File: src/rtl/sync_fifo_ext_if.sv
// Handshake and status bundle for sync_fifo_ext. The producer/consumer side uses
// the master modport and the FIFO uses the slave modport.
interface sync_fifo_ext_if #(
   parameter int DATA_WIDTH = 32,
   parameter int DATA_DEPTH = 8
);
   localparam int CNT_W = $clog2(DATA_DEPTH) + 1;

   logic                  flush_i;
   logic                  clr_err_i;
   logic                  wr_en_i;
   logic [DATA_WIDTH-1:0] wr_data_i;
   logic                  rd_en_i;
   logic                  rd_data_valid_o;
   logic [DATA_WIDTH-1:0] rd_data_o;
   logic [CNT_W-1:0]      elem_cnt_o;
   logic                  full_o;
   logic                  empty_o;
   logic                  almost_full_o;
   logic                  almost_empty_o;
   logic                  overflow_o;
   logic                  underflow_o;

   modport master (
      output flush_i, clr_err_i, wr_en_i, wr_data_i, rd_en_i,
      input  rd_data_valid_o, rd_data_o, elem_cnt_o, full_o, empty_o,
             almost_full_o, almost_empty_o, overflow_o, underflow_o
   );

   modport slave (
      input  flush_i, clr_err_i, wr_en_i, wr_data_i, rd_en_i,
      output rd_data_valid_o, rd_data_o, elem_cnt_o, full_o, empty_o,
             almost_full_o, almost_empty_o, overflow_o, underflow_o
   );
endinterface

File: src/rtl/sync_fifo_ext.sv
// Single-clock FIFO with arbitrary depth, standard or FWFT read, threshold flags,
// sticky overflow/underflow flags and a synchronous flush.
module sync_fifo_ext #(
   parameter int DATA_WIDTH = 32,
   parameter int DATA_DEPTH = 8,
   parameter bit FWFT       = 1'b0,
   parameter int AF_TH      = 6,
   parameter int AE_TH      = 2
) (
   input logic            clk,
   input logic            rst,
   sync_fifo_ext_if.slave bus
);
   localparam int CNT_W = $clog2(DATA_DEPTH) + 1;
   localparam int PTR_W = $clog2(DATA_DEPTH);
   localparam logic [PTR_W-1:0] LAST_PTR = PTR_W'(DATA_DEPTH - 1);

   logic [DATA_WIDTH-1:0] mem [DATA_DEPTH];
   logic [PTR_W-1:0]      wr_ptr;
   logic [PTR_W-1:0]      rd_ptr;
   logic [CNT_W-1:0]      cnt;
   logic [CNT_W-1:0]      cnt_nxt;
   logic                  empty, full;
   logic                  rd_acc, wr_acc, rd_do, wr_do;
   logic                  ovf_set, unf_set;
   logic                  overflow_q, underflow_q;

   function automatic logic [PTR_W-1:0] ptr_inc(input logic [PTR_W-1:0] p);
      return (p == LAST_PTR) ? '0 : p + 1'b1;
   endfunction

   assign empty   = (cnt == '0);
   assign full    = (cnt == CNT_W'(DATA_DEPTH));
   assign rd_acc  = bus.rd_en_i & ~empty;
   assign wr_acc  = bus.wr_en_i & (~full | rd_acc);
   // A flush swallows both requests and suppresses the error flags they would raise.
   assign rd_do   = rd_acc & ~bus.flush_i;
   assign wr_do   = wr_acc & ~bus.flush_i;
   assign ovf_set = bus.wr_en_i & ~wr_acc & ~bus.flush_i;
   assign unf_set = bus.rd_en_i & empty & ~bus.flush_i;

   always_comb begin
      // NOTE: assigning the default first keeps this purely combinational (no latch).
      cnt_nxt = cnt;
      if (wr_do && !rd_do)      cnt_nxt = cnt + 1'b1;
      else if (rd_do && !wr_do) cnt_nxt = cnt - 1'b1;
   end

   // NOTE: non-blocking assignments so every register samples pre-edge values.
   always_ff @(posedge clk) begin
      if (rst) begin
         wr_ptr      <= '0;
         rd_ptr      <= '0;
         cnt         <= '0;
         overflow_q  <= 1'b0;
         underflow_q <= 1'b0;
      end else begin
         if (bus.flush_i) begin
            wr_ptr <= '0;
            rd_ptr <= '0;
            cnt    <= '0;
         end else begin
            if (wr_do) wr_ptr <= ptr_inc(wr_ptr);
            if (rd_do) rd_ptr <= ptr_inc(rd_ptr);
            cnt <= cnt_nxt;
         end
         if (ovf_set)            overflow_q  <= 1'b1;
         else if (bus.clr_err_i) overflow_q  <= 1'b0;
         if (unf_set)            underflow_q <= 1'b1;
         else if (bus.clr_err_i) underflow_q <= 1'b0;
      end
   end

   // NOTE: storage is deliberately not reset; only pointers and count define validity.
   always_ff @(posedge clk) begin
      if (!rst && wr_do) mem[wr_ptr] <= bus.wr_data_i;
   end

   if (FWFT) begin : g_fwft
      // Head entry is presented directly; zero while empty so stale storage never leaks.
      assign bus.rd_data_valid_o = ~empty;
      assign bus.rd_data_o       = empty ? '0 : mem[rd_ptr];
   end else begin : g_std
      logic                  valid_q;
      logic [DATA_WIDTH-1:0] data_q;

      always_ff @(posedge clk) begin
         if (rst) begin
            valid_q <= 1'b0;
            data_q  <= '0;
         end else begin
            valid_q <= rd_do;
            if (rd_do) data_q <= mem[rd_ptr];
         end
      end

      assign bus.rd_data_valid_o = valid_q;
      assign bus.rd_data_o       = data_q;
   end

   assign bus.elem_cnt_o     = cnt;
   assign bus.empty_o        = empty;
   assign bus.full_o         = full;
   assign bus.almost_full_o  = (cnt >= CNT_W'(AF_TH));
   assign bus.almost_empty_o = (cnt <= CNT_W'(AE_TH));
   assign bus.overflow_o     = overflow_q;
   assign bus.underflow_o    = underflow_q;
endmodule
File: src/flat_wrapper.sv
// flat-port wrapper written by rule: the top's interface ports become plain ports
module sync_fifo_ext_flat 
#(
   parameter int DATA_WIDTH = 32,
   parameter int DATA_DEPTH = 8,
   parameter bit FWFT       = 1'b0,
   parameter int AF_TH      = 6,
   parameter int AE_TH      = 2
)
  (clk, rst, bus_flush_i, bus_clr_err_i, bus_wr_en_i, bus_wr_data_i, bus_rd_en_i, bus_rd_data_valid_o, bus_rd_data_o, bus_elem_cnt_o, bus_full_o, bus_empty_o, bus_almost_full_o, bus_almost_empty_o, bus_overflow_o, bus_underflow_o);
  sync_fifo_ext_if #(.DATA_WIDTH(DATA_WIDTH), .DATA_DEPTH(DATA_DEPTH)) bus_i ();
  input logic clk;
  input logic rst;
  input wire logic [$bits(bus_i.flush_i)-1:0] bus_flush_i;
  input wire logic [$bits(bus_i.clr_err_i)-1:0] bus_clr_err_i;
  input wire logic [$bits(bus_i.wr_en_i)-1:0] bus_wr_en_i;
  input wire logic [$bits(bus_i.wr_data_i)-1:0] bus_wr_data_i;
  input wire logic [$bits(bus_i.rd_en_i)-1:0] bus_rd_en_i;
  output wire logic [$bits(bus_i.rd_data_valid_o)-1:0] bus_rd_data_valid_o;
  output wire logic [$bits(bus_i.rd_data_o)-1:0] bus_rd_data_o;
  output wire logic [$bits(bus_i.elem_cnt_o)-1:0] bus_elem_cnt_o;
  output wire logic [$bits(bus_i.full_o)-1:0] bus_full_o;
  output wire logic [$bits(bus_i.empty_o)-1:0] bus_empty_o;
  output wire logic [$bits(bus_i.almost_full_o)-1:0] bus_almost_full_o;
  output wire logic [$bits(bus_i.almost_empty_o)-1:0] bus_almost_empty_o;
  output wire logic [$bits(bus_i.overflow_o)-1:0] bus_overflow_o;
  output wire logic [$bits(bus_i.underflow_o)-1:0] bus_underflow_o;
  assign bus_i.flush_i = bus_flush_i;
  assign bus_i.clr_err_i = bus_clr_err_i;
  assign bus_i.wr_en_i = bus_wr_en_i;
  assign bus_i.wr_data_i = bus_wr_data_i;
  assign bus_i.rd_en_i = bus_rd_en_i;
  assign bus_rd_data_valid_o = bus_i.rd_data_valid_o;
  assign bus_rd_data_o = bus_i.rd_data_o;
  assign bus_elem_cnt_o = bus_i.elem_cnt_o;
  assign bus_full_o = bus_i.full_o;
  assign bus_empty_o = bus_i.empty_o;
  assign bus_almost_full_o = bus_i.almost_full_o;
  assign bus_almost_empty_o = bus_i.almost_empty_o;
  assign bus_overflow_o = bus_i.overflow_o;
  assign bus_underflow_o = bus_i.underflow_o;
  sync_fifo_ext #(.DATA_WIDTH(DATA_WIDTH), .DATA_DEPTH(DATA_DEPTH), .FWFT(FWFT), .AF_TH(AF_TH), .AE_TH(AE_TH)) u_core (.clk(clk), .rst(rst), .bus(bus_i));
endmodule
File: config.mk
export PLATFORM = sky130hd
export DESIGN_NAME = sync_fifo_ext_flat
export DESIGN_NICKNAME = d
export VERILOG_FILES = /design/src/rtl/sync_fifo_ext_if.sv /design/src/rtl/sync_fifo_ext.sv /design/src/flat_wrapper.sv
export SDC_FILE = /design/constraint.sdc
export NUM_CORES = 1
export LEC_CHECK = 0
export ABC_AREA = 1
export CAP_MARGIN = 5
export CELL_PAD_IN_SITES_DETAIL_PLACEMENT = 2
export CELL_PAD_IN_SITES_GLOBAL_PLACEMENT = 2
export CORE_ASPECT_RATIO = 0.75
export CORE_UTILIZATION = 41
export DETAILED_ROUTE_END_ITERATION = 12
export DONT_BUFFER_PORTS = 1
export PLACE_DENSITY = 0.75
export SLEW_MARGIN = 20
export SYNTH_ARGS = -nofsm -noshare
export SYNTH_HDL_FRONTEND = slang
export SYNTH_SLANG_ARGS = --single-unit
File: constraint.sdc
create_clock -name clk -period 3.1 [get_ports clk]
set_input_delay 0.31 -clock clk [delete_from_list [all_inputs] [get_ports clk]]
set_output_delay 0.31 -clock clk [all_outputs]
set_load 0.005 [all_outputs]
==> impl_metrics.csv, run 1 <==
group,metric,value,unit
clock_network,insertion_delay,0.52,ns
floorplan,die_area,32200,um^2
pwr,max-vdd-ir-drop,0.562,mV
sta,setup_ws,0.521,ns
synthesis,ys_types,21,
synthesis,syn_nets,1375,
clock_network,post-cts-setup-buffers,0,
worst_hold_path,hold_class,"input pin to flip-flop",
floorplan,io_pins,81,
finish,fillCellCount,3155,
floorplan,initial_core_util,42.2,%
setup_path,worstSetupPathType,"flip-flop to flip-flop",
drt,drc,0,
floorplan,rows,55,
clock_network,numCtsBuffers,34,
floorplan,dieHeight,156,um
finish,drive_gt1_share,6.33,%
drt,vias_per_cell,5.16,
sta,finalSetupViolations,0,
drt,drtAntennaViolNets,0,
sta,fin_setup_tns,0,ns
synthesis,syn_area_per_cell,9.71,um^2
sta,drv_slew,0,
placement,place_inst,1692,
drt,via_count,9248,
sta,finalHoldViolCount,0,
status,status,"completed",
grt,grt_overflow,0,
grt,grt_pass1_wl,63.0,mm
pwr,power_leakage,6.54,nW
pwr,cellPowerDensity,604,nW/um^2
finish,instances_no_fill,1791,
placement,dp_slack,0.621,ns
finish,nNetsFinal,1410,
pwr,total_power,9.00,mW
drt,first_pass_iters,8,
synthesis,yosysSeqAreaShare,66.5,%
synthesis,synthesis.area,12900,um^2
setup_path,cp_data_required_time,3.31,ns
grt,first_global_vias,10500,
clock_network,path_clk_slew,0.06,ns
clock_network,cts-root-buf,"clkbuf_16",
setup_path,cp.arrival,2.79,ns
sta,slew_headroom,45.7,%
setup_path,start_kind,"flip-flop",
grt,grt_util_all_layers,26.6,%
placement,port_buffers,0,
sta,period_share,83.2,%
sta,period_needed,2.58,ns
placement,hpwlAfterDp,24.6,mm
drt,drt-initial-drc-count,521,
finish,fin_util,48.8,%
synthesis,synthCells,1329,
sta,worstMarginPinSlew,0.814,ns
sta,clock.fmax,0.388,GHz
clock_network,clock-sinks,301,
drt,post_drt_wl_per_cell,23.1,um
finish,area_growth,15.4,%
placement,place_congestion,0.734,
setup_path,cp-end-kind,"flip-flop",
clock_network,htree_levels,2,
drt,routed_wl,41.3,mm
synthesis,ys_ff_latch,301,
clock_network,cts_max_path_buffers,3,
floorplan,die_x,207,um
sta,skew,0.0158,ns
grt,grt_max_degree,131,
setup_path,crit_fanout,17,
clock_network,cts_tree,"done",
grt,antenna_found_initial,2,
job,maxCapViolCount,0,
synthesis,synth_warnings,0,
sta,rsz0062_at_grt,"no",
floorplan,core-area,30600,um^2
sequential cells by signal, summed over array words and instances, names as in the netlist:
signal / flops
u_core.wr_ptr: 3
u_core.bus.rd_data_o: 32
u_core.bus.underflow_o: 1
u_core.bus.rd_data_valid_o: 1
u_core.rd_ptr: 3
u_core.bus.elem_cnt_o: 4
u_core.mem: 256
u_core.bus.overflow_o: 1
synth_stat cells, drive strengths merged:
cell type  count  area (um^2)
o21ai          9         48.8
inv          311         1170
nand2        378         1420
nand4          1         6.26
nor3           1         5.00
xor2           1         8.76
o21bai         1         7.51
or2            1         6.26
fa             1         20.0
buf           46          228
ha             7         87.6
edfxtp       256         7690
a21oi         43          215
nor2          21         78.8
nand3        194          971
dfxtp         45          901
clkbuf        13         48.8
report_power, final:
group / internal [mW] / switching (mW) / leakage, nW / total (mW)
clock network: 2.42 / 1.65 / 0.544 / 4.07
registers: 4.44 / 0.0389 / 2.67 / 4.48
logic: 0.128 / 0.319 / 3.32 / 0.447
total: 6.99 / 2.01 / 6.54 / 9.00
per-layer routing:
metal  track usage, %  routed length, um
met1             32.9              17600
met4             9.38               1110
met3             4.26               1440
met2             46.8              21200
met5                0                  0
worst max-delay path: stages, from the launching register on:
cell     delay, ns
dfxtp_1       0.51
nor2_1        0.10
nand4_1       0.09
nand2_1       0.12
nor2_1        0.17
nand2_1       0.29
nor2_4        0.63
buf_4         0.33
timing repair:
action / CTS / global route
hold endpoints to repair: 259 / 0
hold buffers: 35 / 0
gates resized for setup: 0 / 0
setup endpoints to repair: 0 / 0
through the flow:
| step | hold WS (ns) | instance area (um^2) |
|---|---|---|
| 2_1_floorplan | 0.379 | 12900 |
| 6_report | 0.0947 | 14900 |
| 4_1_cts | 0.0804 | 14900 |
| 3_5_place_dp | 0.386 | 13400 |
| 5_1_grt | 0.0979 | 14900 |
| 3_3_place_gp | 0.380 | 13400 |
logic make-up (layout without fill, tap and decap cells):
group,count (synthesis),after routing,synth area share (%)
AND/OR/NAND/NOR,596,596,19.3
buffers and inverters,370,431,11.2
flip-flops,301,301,66.5
AO/OA/AOI/OAI,53,53,2.10
adder cells (fa/ha/maj),8,8,0.834
XOR/XNOR,1,1,0.0679
other,0,2,0
placed cells by master, fill, tap and decap left out, drive strengths merged:
master,instances
nand2,378
inv,312
edfxtp,256
nand3,194
clkbuf,50
dfxtp,45
a21oi,43
dlygate4sd3,35
buf,23
nor2,21
o21ai,9
clkinv,8
ha,7
diode,2
bufinv,2
nand4,1
nor3,1
o21bai,1
xor2,1
or2,1
fa,1
clkinvlp,1
final timing paths:
kind,start,to,slack (ns),cells after the start
min reg2reg,u_core.bus.underflow_o$_SDFFE_PP0P_,u_core.bus.underflow_o$_SDFFE_PP0P_,0.53,2
max reg2reg,u_core.bus.elem_cnt_o[0]$_SDFFE_PP0P_,u_core.mem[2][24]$_DFFE_PP_,0.52,7
min,rst,u_core.rd_ptr[2]$_SDFFE_PP0P_,0.09,3
max,u_core.bus.elem_cnt_o[0]$_SDFFE_PP0P_,u_core.mem[2][24]$_DFFE_PP_,0.52,7
area by class of cell:
| class | count | area (um^2) | area share (%) |
|---|---|---|---|
| clock buffers | 50 | 1000 | 6.74 |
| well taps | 399 | 499 | 3.35 |
| clock inverters | 12 | 111 | 0.747 |
| repair buffers | 58 | 573 | 3.85 |
| flip-flops and latches | 301 | 8590 | 57.7 |
| inverters | 311 | 1170 | 7.85 |
| multi-input cells | 658 | 2940 | 19.7 |
| diodes | 2 | 5.00 | 0.0336 |
(Power assumes the default switching activity.)
==> inputs of run 2 (changes only) <==
- clock period: 3.1 -> 2.7 ns (I/O delays scaled with it)
==> run 2 against run 1 <==
  * The flow now finishes with violations (DRC)
  * Critical endpoint is now u_core.bus.elem_cnt_o[3]$_SDFFE_PP0P_
  * Critical path type unchanged
  * Total power is 15% higher
  * Clock power increased by 16%
  * Combinational power is 11% higher
  * Fmax grew 9.0%
  * Non-clock buffer count is 4 higher
  * Clock-buffer cell count is 2 higher
  * Via count shrank 0.39%
  * Sequential cell count did not move
  * Design area increased by 0.94%
  * Worst hold slack lost 0.050 ns
  * Sequential power up 15%
  * Die area unchanged
==> impl_metrics.csv, run 2 (synthesis gave the netlist of run 1 again) <==
group,metric,value,unit
placement,port_buffers,0,
clock_network,cts_tree,"done",
finish,drive_gt1_share,6.95,%
status,violations,"DRC",
grt,grt_max_degree,99,
status,status,"finished with violations",
pwr,max-vdd-ir-drop,0.592,mV
drt,post_drt_wl_per_cell,22.4,um
clock_network,cts_max_path_buffers,3,
grt,first_global_vias,10400,
drt,drt-initial-drc-count,451,
setup_path,worstSetupPathType,"flip-flop to flip-flop",
clock_network,cts-root-buf,"clkbuf_16",
drt,drtAntennaViolNets,0,
finish,top_register,"u_core.mem",
clock_network,clock-sinks,301,
grt,grt_util_all_layers,25.9,%
clock_network,numCtsBuffers,35,
drt,drc,2,
drt,first_pass_iters,12,
setup_path,cp_data_required_time,3.14,ns
floorplan,io_pins,81,
finish,nNetsFinal,1415,
finish,multi_input_area,2940,um^2
finish,final_area,15000,um^2
sta,slew_headroom,39.6,%
drt,via_count,9212,
drt,vias_per_cell,5.13,
sta,period_share,87.6,%
placement,hpwlAfterDp,23.2,mm
sta,finalHoldViolCount,0,
sta,worstMarginPinSlew,0.905,ns
drt,routed_wl,40.2,mm
finish,largest_reg_flops,256,
sta,clock.fmax,0.423,GHz
setup_path,crit_fanout,7,
setup_path,cp-end-kind,"flip-flop",
pwr,cellPowerDensity,690,nW/um^2
clock_network,htree_levels,2,
finish,antenna_cells,0,
job,maxCapViolCount,0,
setup_path,cp.arrival,2.81,ns
clock_network,path_clk_slew,0.06,ns
finish,layout.cells.most_common,"nand2_1",
floorplan,dieHeight,156,um
floorplan,initial_core_util,42.2,%
sta,skew,0.0181,ns
floorplan,die_area,32200,um^2
sta,fin_setup_tns,0,ns
sta,period_needed,2.37,ns
placement,place_congestion,0.739,
grt,grt_pass1_wl,61.8,mm
floorplan,die_x,207,um
grt,antenna_found_initial,1,
pwr,power_leakage,6.61,nW
clock_network,insertion_delay,0.53,ns
floorplan,core-area,30600,um^2
clock_network,cts_resized,0,
grt,grt_overflow,0,
worst_hold_path,hold_class,"input pin to flip-flop",
floorplan,rows,55,
setup_path,start_kind,"flip-flop",
sta,drv_slew,0,
finish,final_cell_mix,"nand2_1 (378), inv_1 (307), edfxtp_1 (256)",
sta,finalSetupViolations,0,
finish,fin_util,49.2,%
finish,regArea,8590,um^2
sta,rsz0062_at_grt,"no",
placement,placedInstanceArea,13600,um^2
finish,area_growth,16.5,%
finish,fillCellCount,3174,
==> run 2: changes by cell type in the layout (fill, tap and decap cells not counted), sizes merged, moves of 2 or more <==
cell    previous run  this run
buf               23        28
clkbuf            50        52
clkinv             8        10
diode              2         0
==> run 2: path summary, 6_finish.rpt <==
path | from | to | slack (ns) | cells past startpoint
hold reg to reg | u_core.bus.overflow_o$_SDFFE_PP0P_ | u_core.bus.overflow_o$_SDFFE_PP0P_ | 0.51 | 2
hold / removal | bus_flush_i | u_core.bus.overflow_o$_SDFFE_PP0P_ | 0.04 | 3
setup / recovery | u_core.bus.elem_cnt_o[0]$_SDFFE_PP0P_ | u_core.bus.elem_cnt_o[3]$_SDFFE_PP0P_ | 0.33 | 13
setup reg to reg | u_core.bus.elem_cnt_o[0]$_SDFFE_PP0P_ | u_core.bus.elem_cnt_o[3]$_SDFFE_PP0P_ | 0.33 | 13
==> run 2: where the power goes <==
part           switching (mW)  internal, mW  total (mW)
clock network            1.91          2.83        4.74
registers              0.0494          5.10        5.15
logic                   0.347         0.152       0.498
total                    2.30          8.08        10.4
==> run 2: what timing repair did <==
action                                  CTS  global route
hold buffers                             34             0
endpoints found under the setup margin    0             0
endpoints found under the hold margin   259             0
setup buffers                             0             0
==> run 2: layout make-up <==
type                       count  area share [%]
clock buffer                  52            7.08
clock inverter                11           0.541
inverter                     311            7.78
multi-input combinational    658            19.6
sequential                   301            57.1
tap                          399            3.32
timing repair buffer          62            4.58
==> run 2: per-stage QoR <==
step	cells	hold WS (ns)	setup slack [ns]	power [mW]
after global placement	1697	0.343	0.483	5.62
after global routing	1794	0.0467	0.100	10.7
after CTS	1794	0.0177	0.358	10.5
final	1794	0.0449	0.333	10.4
after detailed placement	1697	0.348	0.340	5.65
after floorplan	1329	0.339	0.0287	5.49
==> run 2: metal layers <==
metal | track usage, % | share of wire [%] | vias up
met4 | 6.29 | 1.8 | 2
met5 | 0 | 0.025 | -
li1 | - | - | 4268
met3 | 4.74 | 4.1 | 57
met2 | 45.7 | 51 | 146
met1 | 32.7 | 44 | 4739
==> run 2: critical path: stages (launching register included) <==
cell     delay, ns
dfxtp_1       0.40
nor2_1        0.19
nand4_1       0.11
nand2_1       0.16
inv_1         0.12
ha_1          0.25
inv_1         0.15
ha_1          0.27
or2_2         0.29
nand2_1       0.07
nand2_1       0.04
nand2_1       0.05
nand2_1       0.05
a21oi_1       0.13
